==> config.mk <==
export PLATFORM = sky130hd
export DESIGN_NAME = load_store_unit
export DESIGN_NICKNAME = d
export VERILOG_FILES = /design/src/rtl/rv32i_types.sv /design/src/rtl/lsu_load_align.sv /design/src/rtl/load_store_unit.sv
export SDC_FILE = /design/constraint.sdc
export NUM_CORES = 1
export LEC_CHECK = 0
export CORE_ASPECT_RATIO = 2
export CORE_MARGIN = 2
export CORE_UTILIZATION = 49
export DETAILED_ROUTE_END_ITERATION = 7
export GPL_TIMING_DRIVEN = 0
export PLACE_DENSITY_LB_ADDON = 0.05
export SYNTH_ARGS = -nofsm -noshare
export SYNTH_HDL_FRONTEND = slang
export SYNTH_SLANG_ARGS = --single-unit
==> constraint.sdc <==
create_clock -name clk -period 3.12 [get_ports clk]
set_input_delay 0.468 -clock clk [delete_from_list [all_inputs] [get_ports clk]]
set_output_delay 0.468 -clock clk [all_outputs]
set_load 0.05 [all_outputs]
==> src/rtl/rv32i_types.sv <==
// Shared RV32I datapath types: load-extension select, LSU states,
// byte-enable encodings and the alignment check used by the LSU.
package rv32i_types;

   // Load extension select carried in the control word.
   typedef enum logic [2:0] {
      MDR_LW  = 3'b000,
      MDR_LH  = 3'b001,
      MDR_LHU = 3'b010,
      MDR_LB  = 3'b011,
      MDR_LBU = 3'b100
   } mdr_sel_t;

   // Load/store unit handshake states.
   typedef enum logic [1:0] {
      IDLE   = 2'd0,
      ACCESS = 2'd1,
      DONE   = 2'd2
   } lsu_state_t;

   // Unshifted byte enables produced by the decoder.
   localparam logic [3:0] BE_BYTE = 4'b0001;
   localparam logic [3:0] BE_HALF = 4'b0011;
   localparam logic [3:0] BE_WORD = 4'b1111;

   // Halfwords must sit on an even address, words on a multiple of 4.
   function automatic logic misaligned(
      input logic [3:0] be,
      input logic [1:0] off
   );
      logic bad;
      bad = 1'b0;
      if (be == BE_HALF && off[0]) begin
         bad = 1'b1;
      end
      if (be == BE_WORD && off != 2'b00) begin
         bad = 1'b1;
      end
      return bad;
   endfunction

endpackage

==> src/rtl/lsu_load_align.sv <==
// Load data alignment: shifts the addressed lane down to bit 0 and
// applies sign or zero extension selected by mdr_sel.
module lsu_load_align
   import rv32i_types::*;
(
   input  logic [31:0] word,
   input  logic [1:0]  offset,
   input  mdr_sel_t    sel,
   output logic [31:0] data
);

   logic [31:0] shifted;

   // Bring the addressed byte/halfword down to the low lanes.
   always_comb begin
      shifted = word >> {offset, 3'b000};
   end

   // Extend according to the load type.
   always_comb begin
      data = shifted;
      unique case (sel)
         MDR_LW:  data = shifted;
         MDR_LH:  data = {{16{shifted[15]}}, shifted[15:0]};
         MDR_LHU: data = {16'h0000, shifted[15:0]};
         MDR_LB:  data = {{24{shifted[7]}}, shifted[7:0]};
         MDR_LBU: data = {24'h000000, shifted[7:0]};
         default: data = shifted;
      endcase
   end

endmodule

==> src/rtl/load_store_unit.sv <==
// RV32I memory-stage load/store unit with data-memory handshake.
// Optional watchdog on the memory access enabled by LSU_TIMEOUT_EN.
module load_store_unit
   import rv32i_types::*;
#(
   parameter int ADDR_W         = 32,
   parameter int DATA_W         = 32,
   parameter int TIMEOUT_CYCLES = 255
) (
   input  logic              clk,
   input  logic              rst_n,
   input  logic              req_valid,
   input  logic              req_read,
   input  logic              req_write,
   input  logic [3:0]        req_byte_enable,
   input  logic [2:0]        req_mdr_sel,
   input  logic [ADDR_W-1:0] req_addr,
   input  logic [DATA_W-1:0] req_wdata,
   output logic              stall,
   output logic              resp_valid,
   output logic [DATA_W-1:0] resp_rdata,
   output logic              resp_err,
   output logic              mem_read,
   output logic              mem_write,
   output logic [ADDR_W-1:0] mem_address,
   output logic [DATA_W-1:0] mem_wdata,
   output logic [3:0]        mem_byte_enable,
   input  logic              mem_resp,
   input  logic [DATA_W-1:0] mem_rdata
);

   if (DATA_W != 32 || TIMEOUT_CYCLES < 1) begin : g_bad_cfg
      $error("load_store_unit: DATA_W must be 32, TIMEOUT_CYCLES >= 1");
   end

   lsu_state_t        state;
   lsu_state_t        state_n;
   logic [ADDR_W-1:0] addr_q;
   logic [DATA_W-1:0] wdata_q;
   logic [DATA_W-1:0] rdata_q;
   logic [3:0]        be_q;
   mdr_sel_t          sel_q;
   logic              read_q;
   logic              err_q;
   logic              accept;
   logic              bad;
   logic              timeout;
   logic [31:0]       load_word;

   // A request is taken only in IDLE and only if it reads or writes.
   assign accept = (state == IDLE) && req_valid
                   && (req_read || req_write);

   // Rejected up front: misaligned, or both strobes requested at once.
   assign bad = (req_read && req_write)
                || misaligned(req_byte_enable, req_addr[1:0]);

`ifdef LSU_TIMEOUT_EN
   localparam int CNT_RAW = $clog2(TIMEOUT_CYCLES + 1);
   localparam int CNT_W   = (CNT_RAW > 8) ? CNT_RAW : 8;

   logic [CNT_W-1:0] cnt_q;

   // Counts ACCESS cycles; cleared whenever the unit leaves ACCESS.
   always_ff @(posedge clk or negedge rst_n) begin
      if (!rst_n) begin
         cnt_q <= '0;
      end else if (state != ACCESS) begin
         cnt_q <= '0;
      end else if (!timeout) begin
         cnt_q <= cnt_q + 1'b1;
      end
   end

   // A response in the final cycle beats the watchdog.
   assign timeout = (state == ACCESS) && !mem_resp
                    && (cnt_q == CNT_W'(TIMEOUT_CYCLES - 1));
`else
   assign timeout = 1'b0;
`endif

   // State register.
   always_ff @(posedge clk or negedge rst_n) begin
      if (!rst_n) begin
         state <= IDLE;
      end else begin
         state <= state_n;
      end
   end

   // Next state and handshake outputs toward the pipeline.
   always_comb begin
      state_n    = state;
      stall      = 1'b0;
      resp_valid = 1'b0;
      resp_err   = 1'b0;
      resp_rdata = '0;
      unique case (state)
         IDLE: begin
            stall = accept;
            if (accept) begin
               state_n = bad ? DONE : ACCESS;
            end
         end
         ACCESS: begin
            stall = req_valid;
            if (mem_resp || timeout) begin
               state_n = DONE;
            end
         end
         DONE: begin
            resp_valid = 1'b1;
            resp_err   = err_q;
            if (read_q && !err_q) begin
               resp_rdata = load_word;
            end
            state_n = IDLE;
         end
         default: begin
            state_n = IDLE;
         end
      endcase
   end

   // Request latch, registered strobes and read-data capture.
   always_ff @(posedge clk or negedge rst_n) begin
      if (!rst_n) begin
         addr_q    <= '0;
         wdata_q   <= '0;
         rdata_q   <= '0;
         be_q      <= '0;
         sel_q     <= MDR_LW;
         read_q    <= 1'b0;
         err_q     <= 1'b0;
         mem_read  <= 1'b0;
         mem_write <= 1'b0;
      end else if (accept) begin
         addr_q    <= req_addr;
         wdata_q   <= req_wdata;
         be_q      <= req_byte_enable;
         sel_q     <= mdr_sel_t'(req_mdr_sel);
         read_q    <= req_read;
         err_q     <= bad;
         rdata_q   <= '0;
         mem_read  <= req_read && !bad;
         mem_write <= req_write && !bad;
      end else if (state == ACCESS) begin
         if (mem_resp) begin
            rdata_q   <= mem_rdata;
            mem_read  <= 1'b0;
            mem_write <= 1'b0;
         end else if (timeout) begin
            err_q     <= 1'b1;
            mem_read  <= 1'b0;
            mem_write <= 1'b0;
         end
      end
   end

   // Memory-side address and lane-shifted store data.
   always_comb begin
      mem_address     = {addr_q[ADDR_W-1:2], 2'b00};
      mem_byte_enable = be_q << addr_q[1:0];
      mem_wdata       = wdata_q << {addr_q[1:0], 3'b000};
   end

   lsu_load_align u_align (
      .word   (rdata_q),
      .offset (addr_q[1:0]),
      .sel    (sel_q),
      .data   (load_word)
   );

endmodule

==> flow_summary.ini <==
[yosys]
yosys-mux-area-fraction_pct = 6.233
yosysWarnings = 0
postSynth.asyncResetShare_pct = 100.0
synthCells = 730
ys.flop_type = dfrtp_1
synth.distinct_cells = 36
synth_adder_area_share_pct = 0
ys_ff_latch = 109
synth_edf_count = 0
synth_compound_area_share_pct = 10.90
synth_xor_xnor_area_share_pct = 0.3009
synth_top_family_by_area = simple AND/OR/NAND/NOR gates
yosysSeqAreaShare_pct = 46.85
syn_avg_cell_area_um2 = 7.975
netlist_area_mm2 = 0.005822
yosys.area_share.simple_pct = 27.49

[clock_network]
clockBufferDepth = 2
postCtsSetupBuffers = 0
hold_buffers = 0
cts_tree = done
cts_root_buf = clkbuf_16
cts.sinks = 109
cts-htree-levels = 3
insertion_delay_ps = 350
cts_buffers = 9
clkTransAtPathRegs_ps = 70
post_cts_resized = 47

[detailed_routing]
drt-met1-wl_mm = 6.882
dr_wl_met2_mm = 10.73
routed_wl_mm = 19.41
met3_length_mm = 1.067
first_pass_iters = 4
ant_nets = 0
vias_per_cell = 5.228
routed.top_layer = met4
wl_per_cell_um = 17.56
drt_iter0_markers = 291
drc = 0
num_vias = 5777

[critical_path]
arrival_ps = 2580
reg2reg_from = state[1]
worstPathRequired_ps = 2650
worstPathMaxFanout = 10
crit_slowest_cell = clkdlybuf4s15_1
critPathLaunchType = register
max_stage_delay_ps = 550
crit_type = reg -> out
cp-startpoint = addr_q[0]
crit_chain = buf_6 > clkbuf_1 > buf_2 > mux2i_1 > a21oi_1 > clkdlybuf4s15_1
cp-end-kind = output port

[placed_design]
dp_cells = 1088
gp_congestion = 0.9121
place_area_mm2 = 0.008147
dpl.hpwl_mm = 15.09
portBuffers = 211
place_ws_ps = 109.8

[layout]
fillers = 973
multi_input_area_mm2 = 0.002633
final_util_pct = 72.33
area_growth_pct = 44.51
layout.nets = 1063
drive_gt1_share_pct = 8.759
register_area_mm2 = 0.002728
post_layout_nonfiller_instances = 1105
fin_area_mm2 = 0.008413

[power_and_ir_drop]
p_total_mw = 7.677
peakVddDrop_mv = 0.5934
sw_frac_of_total_pct = 48.51
leakagePower_nw = 4.088
p_comb_share_pct = 55.8
power.switching_mw = 3.724
seqPwrFrac_pct = 28.5
p_int_mw = 3.953
p_clk_share_pct = 15.7
p_per_area_mw_per_mm2 = 912.6

[die]
die_height_um = 158.2
io_pins = 214
rows = 56
core_area_mm2 = 0.01163
fp.dieW_um = 81.08
dieArea_mm2 = 0.01282
initial_utilization_pct = 50.05

[timing]
rsz0062_at_grt = false
relSlewSlack_pct = 58.14
setup_tns_ps = 0
drv_slew = 0
skew_ps = 5.111
worstMarginPinSlew_ps = 627.9
max_freq_ghz = 0.3283
period_minus_slack_ps = 3046
setup_viol = 0
holdWs_ps = 92.24
hold_viol_final = 0
fin_crit_sh_pct = 97.62
setup_slack_ps = 74.33

[run_status]
outcome = finished, final reports clean

[grt]
antenna_found_initial = 0
track_usage_pct = 31.23
grt_pass1_vias = 6031
grt_pass1_wl_mm = 30.13
overflow = 0
grt_max_degree = 72

[job]
maxCapViolations = 0

[worst_hold_path]
worstHoldPathType = in -> async
[flip-flops by register name (all words and copies together), names as in the netlist]
register,cells
wdata_q,32
rdata_q,32
be_q,4
mem_write,1
sel_q,3
read_q,1
err_q,1
state,2
addr_q,32
mem_read,1
[path summary, 6_finish.rpt]
path | endpoint | slack (ps) | cells past startpoint
worst min register to register | wdata_q[30] | 470 | 2
worst min-delay path | rdata_q[20] | 90 | 1
min in group clk | wdata_q[30] | 470 | 2
worst max register to register | wdata_q[15] | 1190 | 6
worst max-delay path | mem_wdata[31] | 70 | 6
max in group asynchronous | rdata_q[25] | 2290 | 2
[per-layer routing]
metal  GRT usage (%)  up-vias
met4           14.29        0
met1           32.59     2753
met5               0        -
li1                -     2779
met3           4.903       40
met2           59.07      205
[critical path, delay by kind of cell, from the launching register on]
kind,cells,cell delay (ps)
buf+inv,4,1440
mux,1,140
flops,1,360
compound gates,1,290
[power by group through the flow]
stage               Sequential (mW)  Clock [mW]  Combinational (mW)
floorplan                      2.10           0                2.96
global route                   2.24        1.27                4.57
CTS                            2.18        1.22                4.27
finish                         2.19        1.20                4.28
detailed placement             2.20           0                4.33
global placement               2.18           0                4.26
[area by class of cell]
class	count	area share [%]
antenna	1	0.02974
buffer	83	5.681
clock buffer	10	2.722
clock inverter	6	0.9369
inverter	1	0.04462
multi-input combinational	538	31.29
sequential	109	32.42
tap	145	2.156
timing repair buffer	212	24.72
[logic make-up (layout without fill, tap and decap cells)]
kind of cell              after synthesis  count (layout)
and+or+nand+nor                       393             393
DFF                                   109             109
AOI/OAI and AO/OA                     106             106
buffers and inverters                  84             312
muxes                                  35              35
xor gates and xnor gates                2               2
other                                   1               3
[synth_stat cells (3+ instances only)]
| cell | count | area [um^2] |
|---|---|---|
| a211oi_1 | 23 | 172.7 |
| a21oi_1 | 59 | 295.3 |
| and2_1 | 10 | 62.56 |
| buf_1 | 5 | 18.77 |
| buf_2 | 14 | 70.07 |
| buf_4 | 32 | 240.2 |
| buf_6 | 3 | 33.78 |
| clkbuf_1 | 29 | 108.9 |
| dfrtp_1 | 109 | 2728 |
| mux2i_1 | 34 | 340.3 |
| nand2_1 | 303 | 1137 |
| nor2_1 | 46 | 172.7 |
| nor2b_1 | 20 | 125.1 |
| o21ai_0 | 10 | 50.05 |
| o2bb2ai_1 | 6 | 52.55 |
[placed cells by master (no fill, tap or decap), types with 2 or more instances in the layout]
cell type        instances
buf_2                   14
inv_8                    2
clkdlybuf4s15_1          4
clkbuf_16                9
clkbuf_2                11
clkbuf_1                26
nand2_1                303
a21oi_1                 59
and2_1                  10
nor2_1                  45
nor3_1                   2
clkdlybuf4s50_1        160
dlymetal6s2s_1           6
nor2b_1                 19
o2bb2ai_1                6
dfrtp_1                109
dlygate4sd2_1           33
mux2i_1                 34
a32o_1                   2
o21ai_0                 10
nand3b_1                 2
conb_1                   2
buf_1                    4
clkinv_4                 2
nand2b_1                 2
nor3b_1                  2
a211oi_1                23
o211ai_1                 2
buf_4                   33
buf_6                    3
(Power assumes the default switching activity.)
